File: config.mk
export PLATFORM = sky130hd
export DESIGN_NAME = if_halt_stage
export DESIGN_NICKNAME = d
export VERILOG_FILES = /design/src/rtl/if_halt_stage_pkg.sv /design/src/rtl/if_halt_stage_if_id_reg.sv /design/src/rtl/if_halt_stage.sv
export SDC_FILE = /design/constraint.sdc
export NUM_CORES = 1
export LEC_CHECK = 0
export CAP_MARGIN = 20
export CELL_PAD_IN_SITES_DETAIL_PLACEMENT = 2
export CELL_PAD_IN_SITES_GLOBAL_PLACEMENT = 2
export CORE_ASPECT_RATIO = 0.75
export CORE_MARGIN = 8
export CORE_UTILIZATION = 23
export CTS_CLUSTER_DIAMETER = 40
export DETAILED_ROUTE_END_ITERATION = 10
export MAX_ROUTING_LAYER = met4
export PLACE_DENSITY_LB_ADDON = 0.1
export SYNTH_ARGS = -nofsm -noshare
export SYNTH_HDL_FRONTEND = slang
export SYNTH_SLANG_ARGS = --single-unit
File: constraint.sdc
create_clock -name clk -period 1.9 [get_ports clk]
set_input_delay 0.38 -clock clk [delete_from_list [all_inputs] [get_ports clk]]
set_output_delay 0.38 -clock clk [all_outputs]
set_load 0.02 [all_outputs]
File: src/rtl/if_halt_stage_pkg.sv
// if_halt_stage_pkg: shared FSM encoding and instruction constants for the fetch stage
package if_halt_stage_pkg;
  typedef enum logic [1:0] {
    RUN     = 2'd0,
    DRAIN   = 2'd1,
    STOPPED = 2'd2
  } state_e;
  localparam logic [31:0] HALT_WORD_C = 32'hFFFF_FFFF;
  localparam logic [31:0] NOP = 32'h0000_0000;
  localparam logic [31:0] PC_RESET = 32'h0000_0000;
endpackage

File: src/rtl/if_halt_stage_if_id_reg.sv
// if_id_reg: IF/ID pipeline register with load, hold and flush-to-NOP
module if_id_reg
  import if_halt_stage_pkg::*;
(
  input  logic        clk,
  input  logic        rst,
  input  logic        load_i,
  input  logic        flush_i,
  input  logic [31:0] instr_i,
  input  logic [31:0] pc4_i,
  output logic [31:0] instr_o,
  output logic [31:0] pc4_o,
  output logic        valid_o
);
  logic [31:0] instr_q, instr_d, pc4_q, pc4_d;
  logic        valid_q, valid_d;
  always_comb begin
    instr_d = flush_i ? NOP  : load_i ? instr_i : instr_q;
    pc4_d   = flush_i ? '0   : load_i ? pc4_i   : pc4_q;
    valid_d = flush_i ? 1'b0 : load_i ? 1'b1    : valid_q;
  end
  always_ff @(posedge clk) begin
    if (rst) begin
      instr_q <= NOP;
      pc4_q   <= '0;
      valid_q <= 1'b0;
    end else begin
      instr_q <= instr_d;
      pc4_q   <= pc4_d;
      valid_q <= valid_d;
    end
  end
  assign instr_o = instr_q;
  assign pc4_o   = pc4_q;
  assign valid_o = valid_q;
endmodule

File: src/rtl/if_halt_stage.sv
// if_halt_stage: MIPS fetch stage owning the PC, IF/ID register, and halt-drain-stop sequencing
module if_halt_stage
  import if_halt_stage_pkg::*;
#(
  parameter int          IMEM_AW      = 9,
  parameter logic [31:0] HALT_WORD    = HALT_WORD_C,
  parameter int          DRAIN_CYCLES = 4
) (
  input  logic               clk,
  input  logic               rst,
  input  logic               stall_i,
  input  logic               redirect_i,
  input  logic [31:0]        redirect_pc_i,
  input  logic [31:0]        imem_data_i,
  output logic [IMEM_AW-1:0] imem_addr_o,
  output logic [31:0]        pc_o,
  output logic [31:0]        ifid_instr_o,
  output logic [31:0]        ifid_pc4_o,
  output logic               ifid_valid_o,
  output logic               stop_o,
  output logic [31:0]        cycle_count_o
);
  localparam int CW = $clog2(DRAIN_CYCLES) + 1;
  state_e        state_q, state_d;
  logic [31:0]   pc_q, pc_d, cyc_q, cyc_d, pc4;
  logic [CW-1:0] cnt_q, cnt_d;
  logic          stop_q, stop_d, load, flush;
  assign pc4 = pc_q + 32'd4;
  always_comb begin
    state_d = state_q;
    pc_d    = pc_q;
    cnt_d   = cnt_q;
    stop_d  = stop_q;
    load    = 1'b0;
    flush   = 1'b0;
    cyc_d   = (state_q != STOPPED && cyc_q != '1) ? cyc_q + 32'd1 : cyc_q;
    case (state_q)
      RUN: begin
        if (redirect_i) begin
          pc_d  = redirect_pc_i & ~32'h3;
          flush = 1'b1;
        end else if (!stall_i) begin
          if (imem_data_i == HALT_WORD) begin
            flush   = 1'b1;
            cnt_d   = CW'(DRAIN_CYCLES - 1);
            state_d = DRAIN;
          end else begin
            load = 1'b1;
            pc_d = pc4;
          end
        end
      end
      DRAIN: begin
        flush = 1'b1;
        if (redirect_i) begin
          pc_d    = redirect_pc_i & ~32'h3;
          cnt_d   = '0;
          state_d = RUN;
        end else if (!stall_i) begin
          if (cnt_q == '0) begin
            state_d = STOPPED;
            stop_d  = 1'b1;
          end else begin
            cnt_d = cnt_q - CW'(1);
          end
        end
      end
      default: ;
    endcase
  end
  always_ff @(posedge clk) begin
    if (rst) begin
      state_q <= RUN;
      pc_q    <= PC_RESET;
      cnt_q   <= '0;
      stop_q  <= 1'b0;
      cyc_q   <= '0;
    end else begin
      state_q <= state_d;
      pc_q    <= pc_d;
      cnt_q   <= cnt_d;
      stop_q  <= stop_d;
      cyc_q   <= cyc_d;
    end
  end
  if_id_reg u_if_id_reg (
    .clk     (clk),
    .rst     (rst),
    .load_i  (load),
    .flush_i (flush),
    .instr_i (imem_data_i),
    .pc4_i   (pc4),
    .instr_o (ifid_instr_o),
    .pc4_o   (ifid_pc4_o),
    .valid_o (ifid_valid_o)
  );
  assign imem_addr_o   = pc_q[IMEM_AW+1:2];
  assign pc_o          = pc_q;
  assign stop_o        = stop_q;
  assign cycle_count_o = cyc_q;
endmodule

==> run_results.csv <==
group,metric,value,unit
run_status,status,"finished, final reports clean",
logic_synthesis,yosysUniqueCellTypes,65,
sta,fmax,0.535,GHz
worst_setup_path,path_max_fanout,8,
global_route,grt-ovfl-total,0,
clocking,numCtsBuffers,17,
clocking,cts_tree,"yes",
logic_synthesis,seq_area_frac_synth,0.410,
worst_setup_path,cp.arrival,2210,ps
route,drtIter0Drc,209,
floorplanning,core,27700,um^2
pwr,seqPwrFrac,0.394,
clocking,h-tree-depth,4,
global_route,grt_max_degree,35,
pwr,power,7.37,mW
placed_design,port_buffers,200,
pwr,clkPwrFrac,0.443,
run,drv_cap,0,
global_route,grt_pass1_vias,7722,
floorplanning,die_h,160,um
clocking,clkTransAtPathRegs,60,ps
floorplanning,num_io_pins,207,
logic_synthesis,syn_area_per_cell,8.06,um^2
global_route,grt.total_usage,0.180,
final_layout,utilization,0.400,
clocking,clk_latency,430,ps
pwr,peakVddDrop,0.607,mV
sta,rsz0062_at_grt,"yes",
logic_synthesis,synth_edf_count,0,
final_layout,final_common_cell,"buf_4",
route,wirelength,29700,um
floorplanning,row_count,53,
pwr,power_density,665,nW/um^2
final_layout,area_delta_synth_final,73.1,%
global_route,grt_pass1_wl,46400,um
pwr,netSwitchingPower,2.12,mW
sta,drv_slew,0,
placed_design,gp_congestion,0.762,
sta,fin_crit_sh,0.983,
pwr,p_leak,4.65,nW
route,ant_nets,0,
sta,hold_viol,0,
final_layout,layout.nets,1208,
pwr,p_int,5.25,mW
worst_setup_path,cp_data_required_time,2240,ps
logic_synthesis,netlist_instances,794,
logic_synthesis,ys_async_sr_fraction,0,
pwr,p_comb_frac,0.163,
placed_design,dp_hpwl,21400,um
global_route,antenna_found_initial,0,
worst_setup_path,worstSetupPathType,"input pin to flip-flop",
clocking,clockBufferDepth,2,
logic_synthesis,synth_area,6400,um^2
worst_setup_path,start_kind,"input pin",
logic_synthesis,ys_seq_elements,131,
sta,period_needed,1870,ps
route,drc,0,
pwr,switching_share,0.288,
worst_setup_path,worst_setup_path_end_kind,"flip-flop",
final_layout,drive_above_1_share,0.278,
floorplanning,initial_core_util,0.231,
route,wl_per_cell,19.7,um
route,viasPerCell,4.69,
route,firstDrtPassIters,4,
floorplanning,die-area,33500,um^2
logic_synthesis,synth_ff_type,"dfxtp_1",
route,via_count,7075,
clocking,cts_sinks,131,
clocking,root_buffer,"clkbuf_16",
final_layout,final_cell_mix,"150 x buf_4, 123 x nand2_1, 101 x dfxtp_1",
min_path,hold_class,"input pin to flip-flop",
sta,setup_viol,0,
sta,fin_skew,12.8,ps
logic_synthesis,yosys_warnings,0,
floorplanning,die_width,209,um
routing by layer:
metal / vias to the layer above / wire length (um) / GRT usage / part of all wire
li1: 3468 / - / - / -
met3: 15 / 1170 / 0.0397 / 0.040
met4: 0 / 292 / 0.0441 / 0.0098
met2: 125 / 13200 / 0.274 / 0.45
met1: 3467 / 15000 / 0.241 / 0.50
met5: - / 0 / - / 0
cells in the mapped netlist (3+ instances only):
cell | count | area [um^2]
dfxtp_1 | 131 | 2620
o31ai_1 | 8 | 60.1
o211ai_1 | 5 | 37.5
and2_1 | 5 | 31.3
a31oi_1 | 3 | 18.8
buf_1 | 3 | 11.3
a21oi_1 | 81 | 405
nand2b_1 | 11 | 68.8
nor3_1 | 12 | 60.1
nor2_1 | 101 | 379
nor4_2 | 3 | 37.5
inv_1 | 8 | 30.0
clkbuf_8 | 3 | 41.3
buf_2 | 10 | 50.1
nand4_1 | 27 | 169
nor4_1 | 8 | 50.1
a211oi_1 | 24 | 180
nand2_1 | 127 | 477
a211o_1 | 4 | 35.0
clkbuf_1 | 30 | 113
xor2_1 | 34 | 298
ha_1 | 4 | 50.1
o21ai_0 | 19 | 95.1
buf_4 | 14 | 105
nor2b_1 | 4 | 25.0
xnor2_1 | 21 | 184
and4_1 | 5 | 43.8
and3_1 | 7 | 43.8
nand3_1 | 25 | 125
a311oi_1 | 5 | 43.8
o32ai_1 | 6 | 52.6
worst max-delay path, cell delays in order:
cell	delay, ps
dlygate4sd2_1	240
nand4_1	170
nor4_4	300
buf_4	170
buf_4	110
nand2_4	60
a21oi_4	200
buf_6	130
buf_6	90
buf_12	120
buf_4	110
a21oi_1	30
o32ai_1	100
cell families (layout without fill, tap and decap cells):
kind of cell / after synthesis / after routing / synth area share
multiplexers: 1 / 1 / 0.00156
AND/OR/NAND/NOR: 354 / 354 / 0.268
AO/OA/AOI/OAI: 178 / 178 / 0.179
adder cells (fa/ha/maj): 4 / 4 / 0.00782
flip-flops: 131 / 131 / 0.410
buffers and inverters: 70 / 422 / 0.0580
other: 1 / 5 / 0.000586
XOR/XNOR: 55 / 55 / 0.0752
per-stage QoR:
step	TNS [ps]	hold slack, ps	cells	area (um^2)	setup slack [ps]
6_report	0	208	1507	11100	31.7
5_1_grt	-298	218	1506	11100	-42.1
4_1_cts	-5.42	288	1492	10800	-5.42
3_5_place_dp	-52960	445	1438	9880	-605
3_3_place_gp	-52070	439	1438	9880	-594
2_1_floorplan	-6.96	448	797	6500	-6.96
what timing repair did:
action,CTS,global route
setup endpoints to repair,170,63
setup buffers,17,15
gates cloned,5,0
pin swaps,24,42
hold buffers,0,0
gates resized for setup,128,64
power by group through the flow:
| stage | Clock, mW | Combinational (mW) | Sequential, mW |
|---|---|---|---|
| 2_1_floorplan | 0 | 0.383 | 3.08 |
| 3_3_place_gp | 0 | 1.15 | 2.95 |
| 3_5_place_dp | 0 | 1.16 | 2.96 |
| 4_1_cts | 3.36 | 1.19 | 2.90 |
| 5_1_grt | 3.46 | 1.30 | 2.91 |
| 6_report | 3.26 | 1.20 | 2.90 |
state kept, by name, indices dropped and copies added, names as in the netlist:
| signal | count |
|---|---|
| pc_o | 30 |
| u_if_id_reg.instr_o | 32 |
| cycle_count_o | 32 |
| u_if_id_reg.valid_o | 1 |
| state_q | 2 |
| stop_o | 1 |
| cnt_q | 3 |
| u_if_id_reg.pc4_o | 30 |
layout make-up:
class | count | area [um^2]
clock inverter | 13 | 125
multi-input combinational | 596 | 3780
tap | 357 | 447
timing repair buffer | 382 | 3590
inverter | 8 | 30.0
antenna | 1 | 2.50
sequential | 131 | 2660
fill | 3102 | 16600
clock buffer | 19 | 443
final timing paths:
kind | slack (ps) | endpoint | cells past startpoint | start
max | 30 | pc_o[26]$_SDFFE_PP0P_ | 13 | imem_data_i[0]
min | 210 | u_if_id_reg.instr_o[14]$_SDFFE_PP0P_ | 3 | imem_data_i[14]
max reg2reg | 40 | pc_o[30]$_SDFFE_PP0P_ | 8 | pc_o[2]$_SDFFE_PP0P_
min reg2reg | 460 | u_if_id_reg.instr_o[14]$_SDFFE_PP0P_ | 2 | u_if_id_reg.instr_o[14]$_SDFFE_PP0P_
(Power assumes the default switching activity.)
